<file path="src/rtl/fp16_pkg.sv">
// Shared FP16 definitions for the divider and its mantissa datapath.
// Format constants, divider FSM state type and a field-packing helper.
package fp16_pkg;

    localparam int          FP16_BIAS    = 15;
    localparam logic [15:0] FP16_QNAN    = 16'h7E00;
    localparam logic [4:0]  FP16_EXP_MAX = 5'h1F;

    typedef enum logic [1:0] {
        IDLE,
        LOAD,
        DIVIDE,
        NORM
    } div_state_t;

    function automatic logic [15:0] fp16_pack(
        input logic       s,
        input logic [4:0] e,
        input logic [9:0] m
    );
        return {s, e, m};
    endfunction

endpackage

</file>
<file path="src/rtl/mant_restoring_div.sv">
// 11-bit by 11-bit restoring mantissa divider, one quotient bit per step.
// Thirteen steps produce floor(ma * 4096 / mb) in the quotient register.
module mant_restoring_div
    import fp16_pkg::*;
(
    input  logic        clk,
    input  logic        rst,
    input  logic        load,
    input  logic        step,
    input  logic [10:0] ma,
    input  logic [10:0] mb,
    output logic [11:0] quot,
    output logic        finished
);

    logic [11:0] rem;
    logic [10:0] dvs;
    logic [12:0] q;
    logic [3:0]  cnt;

    logic        qbit;
    logic [11:0] diff;
    logic [11:0] kept;
    logic [11:0] rem_nx;

    // Trial subtraction; the kept value is always below the divisor,
    // so its top bit is free and the shift never loses information.
    always_comb begin
        qbit   = (rem >= {1'b0, dvs});
        diff   = rem - {1'b0, dvs};
        kept   = qbit ? diff : rem;
        rem_nx = {kept[10:0], 1'b0};
    end

    // Remainder, divisor, quotient shift register and step counter.
    always_ff @(posedge clk or posedge rst) begin
        if (rst) begin
            rem <= '0;
            dvs <= '0;
            q   <= '0;
            cnt <= '0;
        end else if (load) begin
            rem <= {1'b0, ma};
            dvs <= mb;
            q   <= '0;
            cnt <= '0;
        end else if (step) begin
            rem <= rem_nx;
            q   <= {q[11:0], qbit};
            cnt <= cnt + 4'd1;
        end
    end

    // The quotient LSB never reaches the 10-bit mantissa.
    assign quot     = q[12:1];
    // High while the thirteenth quotient bit is being produced.
    assign finished = (cnt == 4'd12);

endmodule

</file>
<file path="src/rtl/fp16_divider.sv">
// Iterative FP16 divider (out = a / b), fixed 15-cycle latency.
// Optional macro FP16_DIV_SPECIAL_EN adds zero/inf/NaN and range handling.
module fp16_divider
    import fp16_pkg::*;
(
    input  logic        clk,
    input  logic        rst,
    input  logic        start,
    input  logic [15:0] a,
    input  logic [15:0] b,
    output logic [15:0] out,
    output logic        busy,
    output logic        done
);

`ifdef FP16_DIV_SPECIAL_EN
    localparam int EW = 7;
`else
    // Without range checks only the wrapped 5-bit field is ever used.
    localparam int EW = 5;
`endif

    div_state_t state;
    div_state_t state_nx;

    logic [15:0] a_r;
    logic [15:0] b_r;
    logic        sign_r;
    logic signed [EW-1:0] e_r;

    logic accept;
    logic load;
    logic step;
    logic norm;

    logic [11:0] quot;
    logic        finished;

    logic signed [EW-1:0] e_fin;
    logic [9:0]  man;
    logic [15:0] res;

    assign accept = (state == IDLE) && start && !busy;

    mant_restoring_div u_mdiv (
        .clk      (clk),
        .rst      (rst),
        .load     (load),
        .step     (step),
        .ma       ({1'b1, a_r[9:0]}),
        .mb       ({1'b1, b_r[9:0]}),
        .quot     (quot),
        .finished (finished)
    );

    // State register.
    always_ff @(posedge clk or posedge rst) begin
        if (rst) begin
            state <= IDLE;
        end else begin
            state <= state_nx;
        end
    end

    // Next-state and per-state datapath strobes.
    always_comb begin
        state_nx = state;
        load     = 1'b0;
        step     = 1'b0;
        norm     = 1'b0;
        unique case (state)
            IDLE: begin
                if (accept) state_nx = LOAD;
            end
            LOAD: begin
                load     = 1'b1;
                state_nx = DIVIDE;
            end
            DIVIDE: begin
                step = 1'b1;
                if (finished) state_nx = NORM;
            end
            NORM: begin
                norm     = 1'b1;
                state_nx = IDLE;
            end
            default: state_nx = IDLE;
        endcase
    end

    // Normalize the quotient and resolve special operands.
    always_comb begin
        e_fin = quot[11] ? e_r : e_r - EW'(1);
        man   = quot[11] ? quot[10:1] : quot[9:0];
        res   = fp16_pack(sign_r, e_fin[4:0], man);
`ifdef FP16_DIV_SPECIAL_EN
        begin
            logic a_zero, a_inf, a_nan;
            logic b_zero, b_inf, b_nan;
            a_zero = (a_r[14:10] == 5'd0);
            b_zero = (b_r[14:10] == 5'd0);
            a_inf  = (a_r[14:10] == FP16_EXP_MAX) && (a_r[9:0] == 10'd0);
            b_inf  = (b_r[14:10] == FP16_EXP_MAX) && (b_r[9:0] == 10'd0);
            a_nan  = (a_r[14:10] == FP16_EXP_MAX) && (a_r[9:0] != 10'd0);
            b_nan  = (b_r[14:10] == FP16_EXP_MAX) && (b_r[9:0] != 10'd0);
            if (a_nan || b_nan || (a_zero && b_zero) || (a_inf && b_inf))
                res = FP16_QNAN;
            else if (a_inf || b_zero)
                res = fp16_pack(sign_r, FP16_EXP_MAX, 10'd0);
            else if (a_zero || b_inf)
                res = fp16_pack(sign_r, 5'd0, 10'd0);
            else if (e_fin > 7'sd30)
                res = fp16_pack(sign_r, FP16_EXP_MAX, 10'd0);
            else if (e_fin < 7'sd1)
                res = fp16_pack(sign_r, 5'd0, 10'd0);
        end
`endif
    end

    // Operand capture, sign/exponent path and handshake outputs.
    always_ff @(posedge clk or posedge rst) begin
        if (rst) begin
            a_r    <= '0;
            b_r    <= '0;
            sign_r <= 1'b0;
            e_r    <= '0;
            out    <= '0;
            busy   <= 1'b0;
            done   <= 1'b0;
        end else begin
            done <= norm;
            if (accept) begin
                a_r  <= a;
                b_r  <= b;
                busy <= 1'b1;
            end else if (done) begin
                busy <= 1'b0;
            end
            if (load) begin
                sign_r <= a_r[15] ^ b_r[15];
                e_r    <= EW'(a_r[14:10]) - EW'(b_r[14:10])
                        + EW'(FP16_BIAS);
            end
            if (norm) begin
                out <= res;
            end
        end
    end

endmodule

</file>
<file path="config.mk">
export PLATFORM = sky130hd
export DESIGN_NAME = fp16_divider
export DESIGN_NICKNAME = d
export VERILOG_FILES = /design/src/rtl/fp16_pkg.sv /design/src/rtl/mant_restoring_div.sv /design/src/rtl/fp16_divider.sv
export SDC_FILE = /design/constraint.sdc
export NUM_CORES = 1
export LEC_CHECK = 0
export BUFFER_PORTS_ARGS = -buffer_cell sky130_fd_sc_hd__buf_2
export CAP_MARGIN = 10
export CORE_ASPECT_RATIO = 1.5
export CORE_MARGIN = 4
export CORE_UTILIZATION = 60
export DETAILED_ROUTE_END_ITERATION = 7
export PLACE_DENSITY_LB_ADDON = 0.2
export REMOVE_ABC_BUFFERS = 1
export SLEW_MARGIN = 5
export SYNTH_ARGS = -nofsm -noshare
export SYNTH_HDL_FRONTEND = slang
export SYNTH_SLANG_ARGS = --single-unit
</file>
<file path="constraint.sdc">
create_clock -name clk -period 5 [get_ports clk]
set_input_delay 0.5 -clock clk [delete_from_list [all_inputs] [get_ports clk]]
set_output_delay 0.5 -clock clk [all_outputs]
set_load 0.01 [all_outputs]
</file>
==> run metrics, run 1 <==
status completed; RSZ-0062 raised after global routing no; YS warnings 0; synth unique cells 46; Main synth FF type dfrtp_1; critical path's slowest cell fa_1; Layout Cells excl Fill 610; #FFs+latches synth 98; Hold Crit Class in -> async; die height about 120 um; Worst slew margin around 44%; critical path launch point type flip-flop; CTS Buf Count 9; worst path arrival time 2.76 ns; sequential share of the synthesized area 50.5%; worst setup margin 2.50 ns; fmax about 400 MHz; Synth Area in XOR/XNOR 2.52%; dpl cells 594; CTS clk-pin slew, worst paths 0.06 ns; WP buf/inv 0; Post-synth EDFFs 0; cell with the most instances after synthesis dfrtp_1; largest cells by area after synthesis dfrtp_1, mux2_2, ha_1, mux2i_1, a21oi_1; total power 1.59 mW; final WL 9140 um; post-DR vias/cell about 5.6; clock buffer depth 2; worst-path cell chain ha_1 > fa_1 > nand2b_1 > a21oi_2 > o21ai_1 > and3_1 > mux2_1 > o21ai_1; I/O Buffers 52; largest area contributor in the netlist dfrtp_1; area grow syn2layout 13.4%; first-pass GRT wire length about 16000 um; Setup CP Type reg -> reg; post-DP HPWL 6220 um; Mapped Cells 460; Die Wd slightly above 80 um; Core Area 7760 um^2; Ports 53; Power Density 289 nW/um^2; Leakage 2.68 nW; TNS Setup 0 ns; largest net degree at the start of global routing 53; minimum clock period 2.50 ns; Layout Nets 565; vias between 3000 and 4000; vias in the first global route 3546; row count 39; # Max-Cap Violations 0; H-Tree Depth 3; initial core utilization a little over three fifths; initial DRC count 156; Peak VDD IR about 260 uV; Mapped Area 4860 um^2; initial antenna violation count 0; CP max FO 14; root buf cell clkbuf_16; CTS resizes 0; post-synth top area share 50.5%; CTS Hold Bufs 0; DRC viols 0; ant diodes 0; Top delay family on crit path adder cells; Synth top cells by count dfrtp_1, inv_1, nand2_1; Total GRT Usage 20.8%; TritonCTS Sinks 98; full die area 9630 um^2; Final Skew 0.00494 ns; largest family of logic cells by synthesized area multiplexers; GRT Residual Overflow 0; Post-Synth Simple-Gate Area 9.30%; clock latency on the worst-skew pair 0.34 ns; WL per Instance 15.0 um; CTS tree built; Placed Area a little over 5000 um^2; CP most frequent cell o21ai_1; CP max stage delay 0.42 ns; share of cells above drive strength 1 23.0%; Place WS 2.48 ns; RePlAce Congestion approximately 0.88; final setup fails 0; mux contribution to synthesized area 12.7%; drt first pass iters 4; Synth Area in Compound Gates 12.3%; period utilization approximately 50%; Syn Area/Cell 10.6 um^2; Adder-Cell Fraction of Synth Area about 7.3%; ys async rst share 100%; Final Max Slew Viols 0; design area around 5500 um^2; crit path capture type flip-flop; Post-DRT Antenna Nets 0; # Post-CTS Setup Buffers 0; Worst EP required 5.26 ns; worst slew pin tran between 0.8 and 0.9 ns; Fin. Hold Viols 0
==> layer usage <==
metal  vias up  wire length [um]  GRT usage, %  share of wire [%]
li1       1668                 -             -                  -
met2        61              4830          35.5                 53
met4         0               200          8.67                2.2
met3        21               333          5.10                3.6
met1      1657              3770          24.4                 41
met5         -                 0             0                  0
==> sequential cells by signal, summed over array words and instances (netlist names) <==
| signal | cells |
|---|---|
| u_mdiv.rem | 12 |
| u_mdiv.cnt | 4 |
| a_r | 16 |
| state | 2 |
| e_r | 5 |
| sign_r | 1 |
| b_r | 16 |
| busy | 1 |
| u_mdiv.dvs | 11 |
| u_mdiv.q | 13 |
| done | 1 |
| out | 16 |
==> path summary, 6_finish.rpt <==
path                                      startpoint                         to  slack [ns]  cells after the start
setup / recovery           u_mdiv.dvs[0]$_DFFE_PP0P_  u_mdiv.rem[2]$_DFFE_PP0P_        2.50                      8
hold / removal                                   rst         b_r[8]$_DFFE_PP0P_        0.22                      2
setup reg to reg           u_mdiv.dvs[0]$_DFFE_PP0P_  u_mdiv.rem[2]$_DFFE_PP0P_        2.50                      8
hold reg to reg                       done$_DFF_PP0_           busy$_DFFE_PP0P_        0.46                      1
max in group asynchronous                        rst         b_r[1]$_DFFE_PP0P_        3.72                      3
min in group clk                               b[14]        b_r[14]$_DFFE_PP0P_        0.39                      2
==> placed cells by master (no fill, tap or decap), types with 2 or more instances in the layout <==
cell type	instances
xnor2_1	12
o22ai_1	18
inv_1	39
a21oi_2	3
o21ai_0	25
mux2_2	37
nor2b_1	7
bufinv_16	2
ha_1	25
nand2b_1	3
nand3_1	8
mux2i_1	19
nor3b_1	2
a21oi_1	30
xor2_1	2
nor4_1	2
buf_2	52
nand2_1	39
and3_1	2
clkbuf_16	9
o21ai_1	7
a211oi_1	3
dfrtp_1	98
fa_1	2
buf_4	5
a21o_1	4
nand4_1	2
nor2_1	28
clkbuf_8	3
==> through the flow <==
| step | utilization, % | hold WS (ns) |
|---|---|---|
| CTS | 71.0 | 0.245 |
| floorplan | - | 0.437 |
| global route | 71.0 | 0.270 |
| detailed placement | 66.7 | 0.448 |
| finish | 71.0 | 0.221 |
| global placement | 66.7 | 0.436 |
==> power by group <==
group / internal (mW) / switching, mW / leakage (nW)
registers: 0.793 / 0 / 1.36
logic: 0.0100 / 0.0185 / 1.15
clock network: 0.478 / 0.291 / 0.165
total: 1.28 / 0.310 / 2.68
==> kinds of logic after synthesis <==
family,after synthesis
compound gates,100
xor+xnor,14
fa+ha+maj,27
buf+inv,65
flops,98
mux,57
simple gates,99
==> final cells by class <==
type	instances	area (um^2)
sequential	98	2450
inverter	40	153
tap	102	128
clock buffer	12	267
timing repair buffer	57	298
fill	573	2250
multi-input combinational	297	2140
clock inverter	4	72.6
Power figures use the tool's default switching activity.
==> run 2: changes to the inputs <==
- ABC_AREA: unset -> 1
- CORE_UTILIZATION: 60 -> 53
- clock period: 5 -> 2.15 ns (I/O delays scaled with it)
==> run metrics, run 2 <==
status completed; TritonCTS Sinks 98; RePlAce Congestion 0.901; Worst EP required 2.43 ns; largest area contributor in the netlist dfrtp_1; most frequent cells in the layout nand2_1, dfrtp_1, inv_1, o21ai_0, buf_2; Ports 53; # Max-Cap Violations 0; YS warnings 0; Post-DRT Antenna Nets 0; Post-synth EDFFs 0; RR Endpoint u_mdiv.rem[8]$_DFFE_PP0P_; full die area 11100 um^2; Peak VDD IR 882 uV; drt first pass iters 7; Synth Area in XOR/XNOR 1.74%; vias between 4000 and 5000; Final Skew roughly 0.0056 ns; Hold Path Origin b[0]; total power 10.5 mW; CTS Buf Count 9; Power Density 1800 nW/um^2; largest family of logic cells by synthesized area simple AND/OR/NAND/NOR gates; largest net degree at the start of global routing 53; final WL 11200 um; Core Area 9250 um^2; critical path launch point type flip-flop; Fin. Hold Viols 0; Hold Crit Class in -> reg; initial antenna violation count 0; Final Max Slew Viols 0; hold_ws between 0.06 and 0.07 ns; initial core utilization 54.3%; hold path endpoint b_r[0]$_DFFE_PP0P_; fmax 500 MHz; I/O Buffers between 50 and 60; Layout Nets 744; ant diodes 0; Syn Area/Cell between 8 and 9 um^2; R2R setup slack about 0.15 ns; Setup CP Type reg -> reg; die height ~130 um; GRT Residual Overflow 0; worst r2r path cells 13; worst path arrival time 2.28 ns; largest cells by area after synthesis dfrtp_1, nand2_1, ha_1, inv_1, o21ai_0; cell with the most instances after synthesis nand2_1; share of cells above drive strength 1 17.2%; mux contribution to synthesized area 0%; clock buffer depth 2; root buf cell clkbuf_16; Adder-Cell Fraction of Synth Area between 7 and 8%; period utilization 93.0%; final setup fails 0; Hold Path Depth 3; top flop regs a_r (16), b_r (16), out (16); DRC viols 0; worst slew pin tran 0.635 ns; #FFs+latches synth between 90 and 100; Total GRT Usage 21.7%; CTS tree built; minimum clock period 2.00 ns; FF-to-FF Start u_mdiv.dvs[0]$_DFFE_PP0P_; TNS Setup 0 ns; Synth Area in Compound Gates 9.57%; post-synth top area share 48.8%; RSZ-0062 raised after global routing no; row count 43; Synth top cells by count nand2_1, dfrtp_1, inv_1; initial DRC count 146; worst setup margin 0.150 ns; first-pass GRT wire length roughly 19000 um; post-DR vias/cell 5.07; clock latency on the worst-skew pair 0.34 ns; Mapped Area around 5000 um^2; H-Tree Depth 3; ys async rst share 100%; Mapped Cells between 600 and 700; CTS clk-pin slew, worst paths 0.06 ns; crit path capture type flip-flop; Post-Synth Simple-Gate Area 24.4%; vias in the first global route slightly above 4000; final core occ 63.3%; area grow syn2layout 16.7%; sequential share of the synthesized area 48.8%; synth unique cells 36; Place WS 0.0421 ns; CP max FO 6; Leakage approximately 3.2 nW; Worst slew margin 57.5%; Die Wd around 87 um; post-DP HPWL 8300 um; WL per Instance 14.0 um; commonest non-fill, non-tap cell in the layout nand2_1; Main synth FF type dfrtp_1
[run 2: power breakdown]
part	switching, mW	total (mW)	internal [mW]
Combinational	3.48	5.76	2.28
Sequential	0.473	3.16	2.68
Clock	0.678	1.61	0.930
Total	4.63	10.5	5.89
[run 2: metal layers]
| layer | vias to the layer above | global-route usage, % | share of wire (%) |
|---|---|---|---|
| met5 | - | 0 | 0 |
| met4 | 0 | 12.5 | 4.2 |
| met3 | 33 | 2.39 | 2.8 |
| met2 | 79 | 38.9 | 52 |
| met1 | 1869 | 24.4 | 41 |
| li1 | 2068 | - | - |
[run 2: cell families (layout without fill, tap and decap cells)]
| group | after synthesis | in the layout |
|---|---|---|
| flops | 98 | 98 |
| compound gates | 86 | 86 |
| xor+xnor | 10 | 10 |
| fa+ha+maj | 27 | 27 |
| buf+inv | 104 | 177 |
| simple gates | 288 | 289 |
[run 2: final cells by class]
class                      count  area (um^2)
fill                         811         3400
inverter                      83          313
multi-input combinational    412         2160
tap                          112          140
timing repair buffer          78          495
sequential                    98         2450
clock buffer                  11          243
clock inverter                 5         53.8
[run 2: what timing repair did]
action | 4_1_cts | 5_1_grt
setup endpoints to repair | 0 | 11
hold buffers | 1 | 0
hold endpoints to repair | 27 | 0
resized for setup | 0 | 1
buffers inserted | 0 | 5
[run 2: stage by stage]
step                instances  cell area, um^2
floorplan                 592             4910
global placement          776             5490
detailed placement        776             5490
CTS                       793             5800
global route              799             5860
finish                    799             5860
[run 2: worst max path at each step]
| stage | startpoint | to | slack [ns] | cells after the start |
|---|---|---|---|---|
| 4_1_cts | u_mdiv.dvs[0]$_DFFE_PP0P_ | u_mdiv.rem[8]$_DFFE_PP0P_ | 0.02 | 13 |
| 6_report | u_mdiv.dvs[0]$_DFFE_PP0P_ | u_mdiv.rem[8]$_DFFE_PP0P_ | 0.15 | 13 |
| 3_3_place_gp | u_mdiv.dvs[0]$_DFFE_PP0P_ | u_mdiv.rem[8]$_DFFE_PP0P_ | 0.09 | 13 |
| 2_1_floorplan | rst | a_r[0]$_DFFE_PP0P_ | -0.63 | 1 |
| 3_5_place_dp | u_mdiv.dvs[0]$_DFFE_PP0P_ | u_mdiv.rem[8]$_DFFE_PP0P_ | 0.04 | 13 |
| 5_1_grt | state[0]$_DFFE_PP0P_ | u_mdiv.q[7]$_DFFE_PP0P_ | 0.02 | 7 |
[run 2: worst max-delay path: stages, from the launching register on]
cell and delay (ns):
dfrtp_1 0.38, ha_1 0.23, fa_2 0.36, inv_1 0.08, nand2_1 0.07, nand2_2 0.09
nand2_2 0.07, nand2_1 0.10, nand2_4 0.07, nand3_4 0.11, nand2_1 0.11, o21ai_0 0.12
nand2_1 0.07, nand2_1 0.06
